$ cat src/rtl/dma_rawp_scheduler_pkg.sv
// Shared types and helpers for the raw-port DMA ring scheduler.
// Holds the FSM encoding, the ring fill-level arithmetic and the tag-width helper.
// Pure declarations: no logic, no latency, no flow control.
package dma_rawp_scheduler_pkg;

  localparam int unsigned DATA_W = 32;

  typedef enum logic [0:0] {
    ST_IDLE  = 1'b0,
    ST_WRITE = 1'b1
  } sched_state_t;

  // Words held in the ring: (wr - rd) modulo 2^pw, pointers carry a wrap bit.
  function automatic logic [31:0] ring_level(input logic [31:0] wr,
                                             input logic [31:0] rd,
                                             input int unsigned pw);
    logic [31:0] mask;
    mask = (pw >= 32) ? 32'hFFFF_FFFF : ((32'd1 << pw) - 32'd1);
    return (wr - rd) & mask;
  endfunction

  // Bits needed to carry a requester index in the top of a data word.
  function automatic int unsigned tag_width(input int unsigned n);
    return (n <= 2) ? 1 : $clog2(n);
  endfunction

endpackage

$ cat src/rtl/dma_rawp_scheduler_if.sv
// Bundle of the requester handshake and the RAM raw-port bus.
// master: the scheduler view; slave: the producers plus RAM view.
// Requester side is valid/ready, RAM side is write strobe with stall.
interface dma_rawp_scheduler_if
  import dma_rawp_scheduler_pkg::*;
#(
  parameter int NUM_REQ        = 4,
  parameter int RAW_ADDR_WIDTH = 9
);
  logic [NUM_REQ-1:0]        req_valid;
  logic [NUM_REQ*DATA_W-1:0] req_data;
  logic [NUM_REQ-1:0]        req_ready;
  logic [RAW_ADDR_WIDTH-1:0] rawp_adr;
  logic [DATA_W-1:0]         rawp_dat;
  logic                      rawp_we;
  logic                      rawp_stall;

  modport master (
    input  req_valid, req_data, rawp_stall,
    output req_ready, rawp_adr, rawp_dat, rawp_we
  );

  modport slave (
    output req_valid, req_data, rawp_stall,
    input  req_ready, rawp_adr, rawp_dat, rawp_we
  );
endinterface

$ cat src/rtl/dma_rawp_scheduler_rr_arbiter.sv
// Round-robin priority select: first requester at or after ptr_i, cyclically.
// Latency: purely combinational, zero cycles.
// No flow control of its own; the caller decides whether the grant is used.
module rr_arbiter #(
  parameter int N  = 4,
  parameter int IW = $clog2(N)
) (
  input  logic [N-1:0]  req_i,
  input  logic [IW-1:0] ptr_i,
  output logic [N-1:0]  gnt_o,
  output logic [IW-1:0] idx_o,
  output logic          any_o
);

  // Scan N candidates starting at the pointer; the first valid one wins.
  always_comb begin
    logic          found;
    logic [IW:0]   cand_w;
    logic [IW-1:0] cand;
    gnt_o  = '0;
    idx_o  = '0;
    found  = 1'b0;
    cand_w = '0;
    cand   = '0;
    for (int i = 0; i < N; i++) begin
      cand_w = {1'b0, ptr_i} + (IW+1)'(i);
      if (cand_w >= (IW+1)'(N)) begin
        cand_w = cand_w - (IW+1)'(N);
      end
      cand = cand_w[IW-1:0];
      if (!found && req_i[cand]) begin
        found        = 1'b1;
        gnt_o[cand]  = 1'b1;
        idx_o        = cand;
      end
    end
    any_o = found;
  end

endmodule

$ cat src/rtl/dma_rawp_scheduler.sv
// Round-robin writer of producer words into a power-of-two ring on the RAM raw port.
// Latency: grant in cycle N, write strobe in N+1, pointer/level update after the write; 1 word / 2 cycles.
// Backpressure: no grant while the ring is full or disabled; rawp_stall_i holds the write. Optional DMA_SCHED_TAG_EN tags words with the requester index.
module dma_rawp_scheduler
  import dma_rawp_scheduler_pkg::*;
#(
  parameter int NUM_REQ        = 4,
  parameter int RAW_ADDR_WIDTH = 9,
  parameter int RING_BASE      = 0,
  parameter int RING_WORDS     = 256,
  parameter int IRQ_THRESH     = 128,
  localparam int PW            = $clog2(RING_WORDS) + 1
) (
  input  logic                 rawp_clk,
  input  logic                 rst_n,
  input  logic                 enable_i,
  input  logic                 clear_i,
  dma_rawp_scheduler_if.master bus,
  input  logic [PW-1:0]        rd_ptr_i,
  output logic [PW-1:0]        wr_ptr_o,
  output logic [PW-1:0]        level_o,
  output logic                 full_o,
  output logic                 irq_o
);

  localparam int IW = $clog2(NUM_REQ);

  sched_state_t              state_q, state_d;
  logic [IW-1:0]             rr_q, rr_d;
  logic [PW-1:0]             wr_ptr_q, wr_ptr_d;
  logic [RAW_ADDR_WIDTH-1:0] adr_q, adr_d;
  logic [DATA_W-1:0]         dat_q, dat_d;
  logic                      we_q, we_d;

  logic [NUM_REQ-1:0]        arb_gnt;
  logic [IW-1:0]             arb_idx;
  logic                      arb_any;
  logic [PW-1:0]             level;
  logic                      full;
  logic                      grant_ok;
  logic [IW+4:0]             win_base;
  logic [DATA_W-1:0]         raw_win;
  logic [DATA_W-1:0]         win_dat;
  logic [RAW_ADDR_WIDTH-1:0] ring_adr;

  rr_arbiter #(
    .N (NUM_REQ),
    .IW(IW)
  ) u_arb (
    .req_i(bus.req_valid),
    .ptr_i(rr_q),
    .gnt_o(arb_gnt),
    .idx_o(arb_idx),
    .any_o(arb_any)
  );

  // Fill level against the CPU read pointer; full/irq follow it combinationally.
  assign level = PW'(ring_level(32'(wr_ptr_q), 32'(rd_ptr_i), PW));
  assign full  = (level == PW'(RING_WORDS));

  // Grant only from IDLE; clear wins over everything, so it also blocks the accept.
  assign grant_ok      = (state_q == ST_IDLE) && enable_i && !full && !clear_i && arb_any;
  assign bus.req_ready = grant_ok ? arb_gnt : '0;

  // Winner's data word and the ring slot it goes to (offset wraps inside the ring).
  assign win_base = {arb_idx, 5'b0};
  assign raw_win  = bus.req_data[win_base +: DATA_W];
  assign ring_adr = RAW_ADDR_WIDTH'(RING_BASE) + RAW_ADDR_WIDTH'(wr_ptr_q[PW-2:0]);

`ifdef DMA_SCHED_TAG_EN
  localparam int TW = tag_width(NUM_REQ);
  assign win_dat = {TW'(arb_idx), raw_win[DATA_W-1-TW:0]};
`else
  assign win_dat = raw_win;
`endif

  // Next-state logic: clear first, then the IDLE grant / WRITE completion sequence.
  always_comb begin
    state_d  = state_q;
    rr_d     = rr_q;
    wr_ptr_d = wr_ptr_q;
    adr_d    = adr_q;
    dat_d    = dat_q;
    we_d     = we_q;
    if (clear_i) begin
      state_d  = ST_IDLE;
      rr_d     = '0;
      wr_ptr_d = '0;
      we_d     = 1'b0;
      adr_d    = RAW_ADDR_WIDTH'(RING_BASE);
      dat_d    = '0;
    end else begin
      case (state_q)
        ST_IDLE: begin
          if (grant_ok) begin
            state_d = ST_WRITE;
            we_d    = 1'b1;
            adr_d   = ring_adr;
            dat_d   = win_dat;
            rr_d    = (arb_idx == IW'(NUM_REQ - 1)) ? '0 : arb_idx + 1'b1;
          end
        end
        ST_WRITE: begin
          // enable_i is deliberately ignored here: a started write always finishes.
          if (!bus.rawp_stall) begin
            state_d  = ST_IDLE;
            we_d     = 1'b0;
            wr_ptr_d = wr_ptr_q + 1'b1;
          end
        end
        default: begin
          state_d = ST_IDLE;
          we_d    = 1'b0;
        end
      endcase
    end
  end

  // State and registered RAM-port outputs.
  always_ff @(posedge rawp_clk or negedge rst_n) begin
    if (!rst_n) begin
      state_q  <= ST_IDLE;
      rr_q     <= '0;
      wr_ptr_q <= '0;
      adr_q    <= RAW_ADDR_WIDTH'(RING_BASE);
      dat_q    <= '0;
      we_q     <= 1'b0;
    end else begin
      state_q  <= state_d;
      rr_q     <= rr_d;
      wr_ptr_q <= wr_ptr_d;
      adr_q    <= adr_d;
      dat_q    <= dat_d;
      we_q     <= we_d;
    end
  end

  // Strobe is masked by clear so a flushed word never reaches the RAM.
  assign bus.rawp_we  = we_q & ~clear_i;
  assign bus.rawp_adr = adr_q;
  assign bus.rawp_dat = dat_q;

  assign wr_ptr_o = wr_ptr_q;
  assign level_o  = level;
  assign full_o   = full;
  assign irq_o    = (level >= PW'(IRQ_THRESH));

endmodule

$ cat src/flat_wrapper.sv
// flat-port wrapper written by rule: the top's interface ports become plain ports
module dma_rawp_scheduler_flat import dma_rawp_scheduler_pkg::*;
#(
  parameter int NUM_REQ        = 4,
  parameter int RAW_ADDR_WIDTH = 9,
  parameter int RING_BASE      = 0,
  parameter int RING_WORDS     = 256,
  parameter int IRQ_THRESH     = 128,
  localparam int PW            = $clog2(RING_WORDS) + 1
)
  (rawp_clk, rst_n, enable_i, clear_i, rd_ptr_i, wr_ptr_o, level_o, full_o, irq_o, bus_req_valid, bus_req_data, bus_rawp_stall, bus_req_ready, bus_rawp_adr, bus_rawp_dat, bus_rawp_we);
  dma_rawp_scheduler_if #(.NUM_REQ(NUM_REQ), .RAW_ADDR_WIDTH(RAW_ADDR_WIDTH)) bus_i ();
  input  logic rawp_clk;
  input  logic rst_n;
  input  logic enable_i;
  input  logic clear_i;
  input  logic [PW-1:0] rd_ptr_i;
  output logic [PW-1:0] wr_ptr_o;
  output logic [PW-1:0] level_o;
  output logic full_o;
  output logic irq_o;
  input wire logic [$bits(bus_i.req_valid)-1:0] bus_req_valid;
  input wire logic [$bits(bus_i.req_data)-1:0] bus_req_data;
  input wire logic [$bits(bus_i.rawp_stall)-1:0] bus_rawp_stall;
  output wire logic [$bits(bus_i.req_ready)-1:0] bus_req_ready;
  output wire logic [$bits(bus_i.rawp_adr)-1:0] bus_rawp_adr;
  output wire logic [$bits(bus_i.rawp_dat)-1:0] bus_rawp_dat;
  output wire logic [$bits(bus_i.rawp_we)-1:0] bus_rawp_we;
  assign bus_i.req_valid = bus_req_valid;
  assign bus_i.req_data = bus_req_data;
  assign bus_i.rawp_stall = bus_rawp_stall;
  assign bus_req_ready = bus_i.req_ready;
  assign bus_rawp_adr = bus_i.rawp_adr;
  assign bus_rawp_dat = bus_i.rawp_dat;
  assign bus_rawp_we = bus_i.rawp_we;
  dma_rawp_scheduler #(.NUM_REQ(NUM_REQ), .RAW_ADDR_WIDTH(RAW_ADDR_WIDTH), .RING_BASE(RING_BASE), .RING_WORDS(RING_WORDS), .IRQ_THRESH(IRQ_THRESH)) u_core (.rawp_clk(rawp_clk), .rst_n(rst_n), .enable_i(enable_i), .clear_i(clear_i), .bus(bus_i), .rd_ptr_i(rd_ptr_i), .wr_ptr_o(wr_ptr_o), .level_o(level_o), .full_o(full_o), .irq_o(irq_o));
endmodule
$ cat config.mk
export PLATFORM = sky130hd
export DESIGN_NAME = dma_rawp_scheduler_flat
export DESIGN_NICKNAME = d
export VERILOG_FILES = /design/src/rtl/dma_rawp_scheduler_pkg.sv /design/src/rtl/dma_rawp_scheduler_if.sv /design/src/rtl/dma_rawp_scheduler_rr_arbiter.sv /design/src/rtl/dma_rawp_scheduler.sv /design/src/flat_wrapper.sv
export SDC_FILE = /design/constraint.sdc
export NUM_CORES = 1
export LEC_CHECK = 0
export BUFFER_PORTS_ARGS = -buffer_cell sky130_fd_sc_hd__buf_2
export CAP_MARGIN = 40
export CORE_MARGIN = 8
export CORE_UTILIZATION = 40
export DETAILED_ROUTE_END_ITERATION = 6
export PLACE_DENSITY_LB_ADDON = 0.25
export SETUP_SLACK_MARGIN = 0.5
export SYNTH_ARGS = -nofsm -noshare
export SYNTH_HDL_FRONTEND = slang
export SYNTH_SLANG_ARGS = --single-unit
$ cat constraint.sdc
create_clock -name rawp_clk -period 3.1 [get_ports rawp_clk]
set_clock_uncertainty 0.15 [all_clocks]
set_input_delay 0.155 -clock rawp_clk [delete_from_list [all_inputs] [get_ports rawp_clk]]
set_output_delay 0.155 -clock rawp_clk [all_outputs]
set_load 0.03 [all_outputs]
Word level (Yosys, flattened, before mapping). Index checks and enable logic that the tools add are counted. W data, S select, Z words.

Word-level logic and storage cells: 117. Bits in latches: 0. Memory bits (read-only): 0. Flip-flop bits (word level): 54. Memory bits (writable): 0. Input port bits: 146. Memories: 0.

Add/sub/neg operators: 10. Multiplexer cells: 54. Div/mod/pow operators: 0. Reduce and logical (&&, ||, !) cells: 21. Equal/unequal tests: 6. Bitwise operators: 6. Shift operators: 1. Order comparisons: 13. Multiply operators: 0.

Operator list (number): $shiftx A128 B8 Y32 (1); $mux W32 (3); $mux W9 (6); $mux W2 (12); $mux W4 (5); $mux W1 (18); $lt A2 B3 Y1 const B (4); $or A4 B4 Y4 (3); $logic_and A1 B1 Y1 (11); $add A9 B1 Y9 const B (1); $eq A9 B9 Y1 const B (1); $ge A3 B3 Y1 const B (3); $ge A9 B8 Y1 const B (1); $sub A9 B9 Y9 (1); $bmux W1 S2 (4); $demux W1 S2 (4); $ge A2 B1 Y1 const B (4); $sub A2 B1 Y2 const B (4); $add A2 B2 Y3 const B (2); $reduce_and A2 Y1 (3); $logic_not A1 Y1 (5); $ne A2 B2 Y1 const B (2); $pmux W1 S2 (2); $reduce_bool A2 Y1 (2); other kinds (8) (9).

Longest topological paths before layout. Gate-level depths: netlist of the first run.

Depth after elaboration: 19. Depth in mapped cells: 12.

Modules after synthesis. A second synthesis of the first run with hierarchy kept.

Cell total of the unflattened synthesis: 476. Area total of the unflattened synthesis: 4723.3 µm².

By module, submodules not included: dma_rawp_scheduler (sequential area each 1326.3 µm², instances 1, cells each 431, area each 4301.6 µm²); rr_arbiter (sequential area each 0.0 µm², instances 1, cells each 45, area each 421.7 µm²).

Worst setup path after synthesis of the first run. OpenSTA, ideal clock, no wires.

Path kind: flip-flop to output port. Start: register u_core.wr_ptr_q[0], in the netlist u_core.wr_ptr_o[0]. End: output port bus_req_ready[0]. Required time: 2795 ps. Setup slack: -1026 ps. Cell stages (with the launch flop): 12. Arrival time: 3821 ps. Path through: dfrtp_1 inv_1 ha_1 nor2b_1 o2111ai_1 and2_1 o311ai_0 or4_1 o21a_1 buf_6 buf_6 nor2b_1.

Cells in the longest elaborated chain, start to end: 7.

RTL lines: start, declared (line dma_rawp_scheduler.sv:30) `logic [PW-1:0] wr_ptr_q, wr_ptr_d;`; start signal, assigned (line dma_rawp_scheduler.sv:131) `wr_ptr_q <= wr_ptr_d;`; $sub A9 B9 Y9 (line dma_rawp_scheduler_pkg.sv:19) `return (wr - rd) & mask;`; via level_o[7] (line flat_wrapper.sv:19) `output logic [PW-1:0] level_o;`; $eq A9 B9 Y1 (line dma_rawp_scheduler.sv:59) `assign full = (level == PW'(RING_WORDS));`; $logic_not A1 Y1 (line dma_rawp_scheduler.sv:62) `assign grant_ok = (state_q == ST_IDLE) && enable_i && !full && !clear_i && arb_any;`; $logic_and A1 B1 Y1 (3 in a row) (line dma_rawp_scheduler.sv:62); $mux W4 (line dma_rawp_scheduler.sv:63) `assign bus.req_ready = grant_ok ? arb_gnt : '0;`; end, declared (line flat_wrapper.sv:25) `output wire logic [$bits(bus_i.req_ready)-1:0] bus_req_ready;`.

The timed path passes the listed nets, and every way through them passes these cells.

Worst setup path in the final report of the first run.
Start: register u_core.wr_ptr_q[0], in the netlist u_core.wr_ptr_o[0]. End: output port bus_req_ready[3].

Cells in the longest elaborated chain, start to end: 7.

RTL lines (line): $sub A9 B9 Y9 (dma_rawp_scheduler_pkg.sv:19); $eq A9 B9 Y1 (dma_rawp_scheduler.sv:59); $logic_not A1 Y1 (dma_rawp_scheduler.sv:62); $logic_and A1 B1 Y1 (3 in a row) (dma_rawp_scheduler.sv:62); $mux W4 (dma_rawp_scheduler.sv:63).

Every way passes these cells.

==> results of run 1 <==
-- worst max-delay path by stage --
stage                                                      to  slack, ps  cells after the start
after CTS                                    bus_req_ready[3]       -170                     11
after global placement    u_core.bus.rawp_dat[12]$_DFFE_PN0P_        -80                      9
final                                        bus_req_ready[3]       -170                     11
after detailed placement  u_core.bus.rawp_dat[12]$_DFFE_PN0P_       -100                      9
after floorplan                              bus_req_ready[0]        -20                     12
after global routing      u_core.bus.rawp_dat[27]$_DFFE_PN0P_       -270                     12
-- critical path: stages, from the launching register on --
cell and delay, ps:
dfrtp_2 370, inv_2 50, ha_4 160, fa_2 350, nor2b_2 130, o31a_1 230, a41oi_2 120, xnor2_1 180
or4_4 530, o21a_4 250, nor2b_2 160, buf_6 140
-- flip-flops by register name, summed over array words and instances, names as in the netlist --
signal               cells
u_core.wr_ptr_o          9
u_core.rr_q              2
u_core.bus.rawp_dat     32
u_core.bus.rawp_adr      8
u_core.state_q           1
u_core.we_q              1
-- placed cells by master (no fill, tap or decap), drive strengths merged, types with 9 or more instances in the layout --
| cell | count |
|---|---|
| a211oi | 64 |
| a21oi | 46 |
| a311oi | 33 |
| a31oi | 33 |
| and3 | 65 |
| buf | 258 |
| dfrtp | 53 |
| ha | 16 |
| inv | 16 |
| mux2i | 36 |
| nand2 | 139 |
| nand2b | 42 |
| nor2 | 21 |
| nor2b | 15 |
| o21ai | 9 |
-- repair_timing --
item	4_1_cts	5_1_grt
pin swaps	7	5
hold buffers	3	0
hold endpoints to repair	57	0
cloned	1	0
setup buffers	5	1
resized for setup	27	11
setup endpoints to repair	50	52
-- per-stage QoR --
step           power, µW  TNS (ps)  setup WS (ps)
2_1_floorplan       2716    -62.65         -20.88
5_1_grt             4539     -8362         -267.5
3_3_place_gp        3591     -1532         -78.35
3_5_place_dp        3613     -2058         -103.1
4_1_cts             4241     -2748         -167.4
6_report            4242     -3926         -172.7
-- metal layers --
layer	wire length (µm)	vias up	share of wire	global-route usage
met5	0	-	0	0
met4	187	0	0.0094	0.04732
met3	1339	15	0.067	0.04693
met2	9822	245	0.49	0.3574
met1	8631	2940	0.43	0.2774
li1	-	3035	-	-
-- logic make-up (layout without fill, tap and decap cells) --
logic type | after synthesis | in the layout | share of synthesized area
simple gates | 297 | 297 | 0.2699
compound gates | 207 | 207 | 0.2644
buf+inv | 90 | 286 | 0.06920
flops | 53 | 53 | 0.2445
mux | 45 | 45 | 0.09135
fa+ha+maj | 17 | 17 | 0.04060
xor+xnor | 12 | 12 | 0.01938
other cells | 1 | 5 | 0.0006914
-- cell usage after synthesis (all sizes together) (3+ instances only) --
master,count,share of area
nand2,139,0.096
and3,65,0.075
a211oi,64,0.089
clkbuf,55,0.038
dfrtp,53,0.24
a21oi,46,0.042
nand2b,42,0.048
mux2i,36,0.066
a311oi,33,0.053
a31oi,33,0.038
nor2,21,0.015
buf,19,0.020
ha,16,0.037
inv,16,0.011
nor2b,15,0.017
o21ai,9,0.0083
mux2,6,0.012
xnor2,6,0.0097
xor2,6,0.0097
a221oi,4,0.0065
a22oi,4,0.0055
o21a,4,0.0055
mux4,3,0.012
or3,3,0.0035
or4,3,0.0042
-- cell type report --
type                    instances  area (µm²)
inverters                      16       60.06
flip-flops and latches         53        1335
diodes                          4       10.01
clock inverters                 1       7.507
repair buffers                262        1685
multi-input cells             579        3919
clock buffers                   7       142.6
fillers                      1265        5863
well taps                     176       220.2
-- power groups by stage --
stage / Combinational, µW / Clock, µW / Sequential (µW)
detailed placement: 2730 / 0 / 878
finish: 2810 / 568 / 868
global route: 3050 / 610 / 878
CTS: 2780 / 593 / 868
global placement: 2710 / 0 / 881
floorplan: 1650 / 0 / 1070
==> results.cfg, run 1 <==
[status]
status = finished with violations
violations = setup timing

[clock_network]
clk_latency_ps = 290
clk_pin_slew_ps = 70
cts_inserted_buffers = 5
root_buffer = clkbuf_16
htreeDepth = 2
cts.sinks = 53
clockBufferDepth = 2
cts_tree = built

[worst_hold_path]
min_path_type = in -> async

[power]
seqPwrFrac = 0.205
ir_drop_uv = 324.9
swShare = 0.4788
comb_power_share = 0.661
leakage_uw = 0.003584
p_int_uw = 2211
p_per_area_mw_per_mm2 = 574.8
p_sw_uw = 2031
p_clk_frac = 0.134

[sta]
post-route-min-period_ps = 3273
finalSetupViolCount = 48
maxSlewViolCount = 0
post-route-period-util = 1.056
maxSlewHeadroom = 0.5184
hold_slack_ps = 128.2
rsz0062_at_grt = yes
hold_viol = 0
worst_pin_slew_ps = 722.4
setup_ws_ps = -172.7
fmax_ghz = 0.3056

[floorplan]
core_area_mm2 = 0.01324
dieWidth_um = 132.4
initial_core_util = 0.4096
chipHeight_um = 132.4
num_rows = 42
io_pins = 212
die_area_mm2 = 0.01754

[setup_path]
startpoint = u_core.wr_ptr_o[0]$_DFFE_PN0P_
critPathMaxFanout = 5
regToRegSetupSlack_ps = -160
cp-end-kind = output port
rr_startpoint = u_core.wr_ptr_o[0]$_DFFE_PN0P_
timing.rr.end = u_core.bus.rawp_dat[9]$_DFFE_PN0P_
cp_data_arrival_time_ps = 2970
cp_data_required_time_ps = 2790
critPathLaunchType = flip-flop
ff2ff_path_depth = 12
critPathKind = reg -> out

[finish]
layout.nets = 1080
syn2layout_area_growth_pct = 36.06
layout-drive-gt1-share = 0.3388
fin_util = 0.5573
fin_cells = 1098
fin_area_mm2 = 0.007380

[routing]
antenna_left = 0
dr.pass1.iters = 6
vias = 6235
via_per_inst = 5.679
wire_per_inst_um = 18.20
drc = 0
routed_wl_mm = 19.98
drt_iter0_markers = 434

[synth]
synth_nets = 885
synthArstFlopShare = 1.000
netlist_area_mm2 = 0.005424
synth_cell_type_count = 45
synthFlopType = dfrtp_1
synth_edf_count = 0
postSynthCellCount = 722
syn_avg_cell_area_um2 = 7.512
synth-seq-cells = 53
yosysSeqAreaShare = 0.2445
yosys_warnings = 0

[global_routing]
grt_pass1_wl_mm = 31.43
grt_usage = 0.2146
globalRoute.totalOverflow = 0
grt_max_degree = 77
first_global_vias = 5921
grt_antenna_before_repair = 4

[placement]
place_area_mm2 = 0.006955
dp.cells = 1076
gp_congestion = 0.8415
port_buffers = 210
hpwl_mm = 14.46

[run]
drv_cap = 0
(Power assumes the default switching activity.)
==> run 2, diff against run 1 <==
Settings changed: BUFFER_PORTS_ARGS -buffer_cell sky130_fd_sc_hd__buf_2 to -buffer_cell sky130_fd_sc_hd__buf_4, PLACE_DENSITY set to 0.68, PLACE_DENSITY_LB_ADDON 0.25 to unset.
==> run 2 against run 1 <==
Against the previous run:
- the flow still finishes with violations (setup timing)
- worst setup slack worse by 50 ps
- first-iteration DRC count is 9.7% higher
- combinational power hardly changed
- critical path type unchanged
- critical endpoint is now bus_req_ready[1]
- largest cell class unchanged
- largest power group unchanged
==> results.cfg, run 2 (same netlist as run 1, synthesis figures left out) <==
[routing]
dr.pass1.iters = 5
vias = 6315
drt_iter0_markers = 476
via_per_inst = 5.799
antenna_left = 0
wire_per_inst_um = 18.97
drc = 0
routed_wl_mm = 20.66

[finish]
diodes = 0
largest_register_ffs = 32
layout-drive-gt1-share = 0.3363
layout.area.seq_mm2 = 0.001335
multiInputGateArea_mm2 = 0.003925
final_common_cell = buf_4
num-fill-cells = 1187
syn2layout_area_growth_pct = 44.89
final_cell_mix = buf_4 (232), nand2_1 (138), and3_1 (65)
layout.nets = 1075
fin_util = 0.5934

[setup_path]
critPathMaxFanout = 7
timing.rr.end = u_core.bus.rawp_adr[3]$_DFFE_PN0P_
cp-end-kind = output port
critPathKind = reg -> out
regToRegSetupSlack_ps = -170
critPathLaunchType = flip-flop
ff2ff_path_depth = 12
cp_data_arrival_time_ps = 3020
cp_data_required_time_ps = 2790
rr_startpoint = u_core.wr_ptr_o[0]$_DFFE_PN0P_

[sta]
setup_ws_ps = -223.2
post-route-min-period_ps = 3323
maxSlewViolCount = 0
fmax_ghz = 0.3009
finalSetupViolCount = 49
maxSlewHeadroom = 0.4374
hold_viol = 0
rsz0062_at_grt = yes
worst_pin_slew_ps = 842.1
hold_slack_ps = 174.0
post-route-period-util = 1.072

[status]
status = finished with violations
violations = setup timing

[clock_network]
clk_latency_ps = 290
cts_inserted_buffers = 5
cts.sinks = 53
cts_tree = built
clockBufferDepth = 2
htreeDepth = 2
clk_pin_slew_ps = 70
root_buffer = clkbuf_16

[floorplan]
initial_core_util = 0.4096
die_area_mm2 = 0.01754
chipHeight_um = 132.4
core_area_mm2 = 0.01324
io_pins = 212
dieWidth_um = 132.4
num_rows = 42

[power]
comb_power_share = 0.660
swShare = 0.4714
seqPwrFrac = 0.204
p_clk_frac = 0.136
ir_drop_uv = 308.1
p_per_area_mw_per_mm2 = 546.7
leakage_uw = 0.003722
p_sw_uw = 2025
p_int_uw = 2271

[global_routing]
grt_usage = 0.2170
globalRoute.totalOverflow = 0
grt_max_degree = 87
first_global_vias = 6317
grt_antenna_before_repair = 0
grt_pass1_wl_mm = 32.29

[worst_hold_path]
min_path_type = in -> reg
hold_end = u_core.wr_ptr_o[6]$_DFFE_PN0P_
min_from = clear_i
hold_depth = 2

[placement]
port_buffers = 210
hpwl_mm = 14.50
gp_congestion = 0.8454

[run]
drv_cap = 0
==> run 2: changes by cell type in the layout (fill, tap and decap cells not counted), sizes merged <==
cell         previous run  this run
buf                   258       251
dlygate4sd3             3         2
inv                    16        17
bufbuf                  1         0
clkinv                  0         1
clkinvlp                1         0
diode                   4         0
clkbuf                  7        10
==> run 2: stage by stage <==
stage	setup slack, ps	TNS [ps]	cells	instance area, µm²	power (µW)
5_1_grt	-374.2	-10980	1089	7859	4594
3_5_place_dp	-104.6	-2279	1064	7328	3634
4_1_cts	-211.0	-5493	1080	7666	4257
3_3_place_gp	-35.05	-59.62	1064	7328	3567
6_report	-223.2	-3988	1089	7859	4296
2_1_floorplan	-20.88	-62.65	722	5517	2716
==> run 2: cell type report <==
cell class,count,share of cell area
multi-input cells,579,0.4994
well taps,176,0.02802
repair buffers,257,0.2751
clock buffers,6,0.01767
clock inverters,2,0.002229
inverters,16,0.007642
flip-flops and latches,53,0.1699
==> run 2: worst max-delay path by stage <==
stage / start / endpoint / slack (ps) / cells after the start
after floorplan: u_core.wr_ptr_o[0]$_DFFE_PN0P_ / bus_req_ready[0] / -20 / 12
after global placement: u_core.wr_ptr_o[1]$_DFFE_PN0P_ / u_core.bus.rawp_adr[7]$_DFFE_PN0P_ / -40 / 9
after detailed placement: u_core.wr_ptr_o[1]$_DFFE_PN0P_ / u_core.bus.rawp_adr[7]$_DFFE_PN0P_ / -100 / 9
after CTS: u_core.wr_ptr_o[0]$_DFFE_PN0P_ / bus_req_ready[3] / -210 / 11
after global routing: u_core.wr_ptr_o[0]$_DFFE_PN0P_ / bus_req_ready[1] / -370 / 11
final: u_core.wr_ptr_o[0]$_DFFE_PN0P_ / bus_req_ready[1] / -220 / 11
==> run 2: power groups by stage <==
stage / Combinational [µW] / Sequential, µW / Clock (µW)
2_1_floorplan: 1650 / 1070 / 0
3_3_place_gp: 2680 / 884 / 0
3_5_place_dp: 2750 / 884 / 0
4_1_cts: 2790 / 874 / 596
5_1_grt: 3080 / 887 / 626
6_report: 2840 / 876 / 585
==> run 2: critical path, stage by stage (launching register included) <==
cell     delay (ps)
dfrtp_2         370
inv_2            50
ha_4            150
fa_2            350
nor2b_2         140
o31a_1          250
a41oi_2         170
xnor2_2         180
or4_4           520
o21a_4          250
nor2b_4         140
buf_6           150
==> run 2: per-layer routing <==
layer	GRT usage	wire [µm]	part of all wire
met5	0	0	0
met4	0.06309	400	0.019
met3	0.04580	1252	0.061
met2	0.3822	10300	0.50
met1	0.2591	8701	0.42
==> run 2: timing repair <==
item	CTS	global route
hold buffers	2	0
cloned	1	4
endpoints found under the hold margin	54	0
gates resized for setup	19	15
pin swaps	9	8
buffers inserted	5	5
endpoints found under the setup margin	51	52
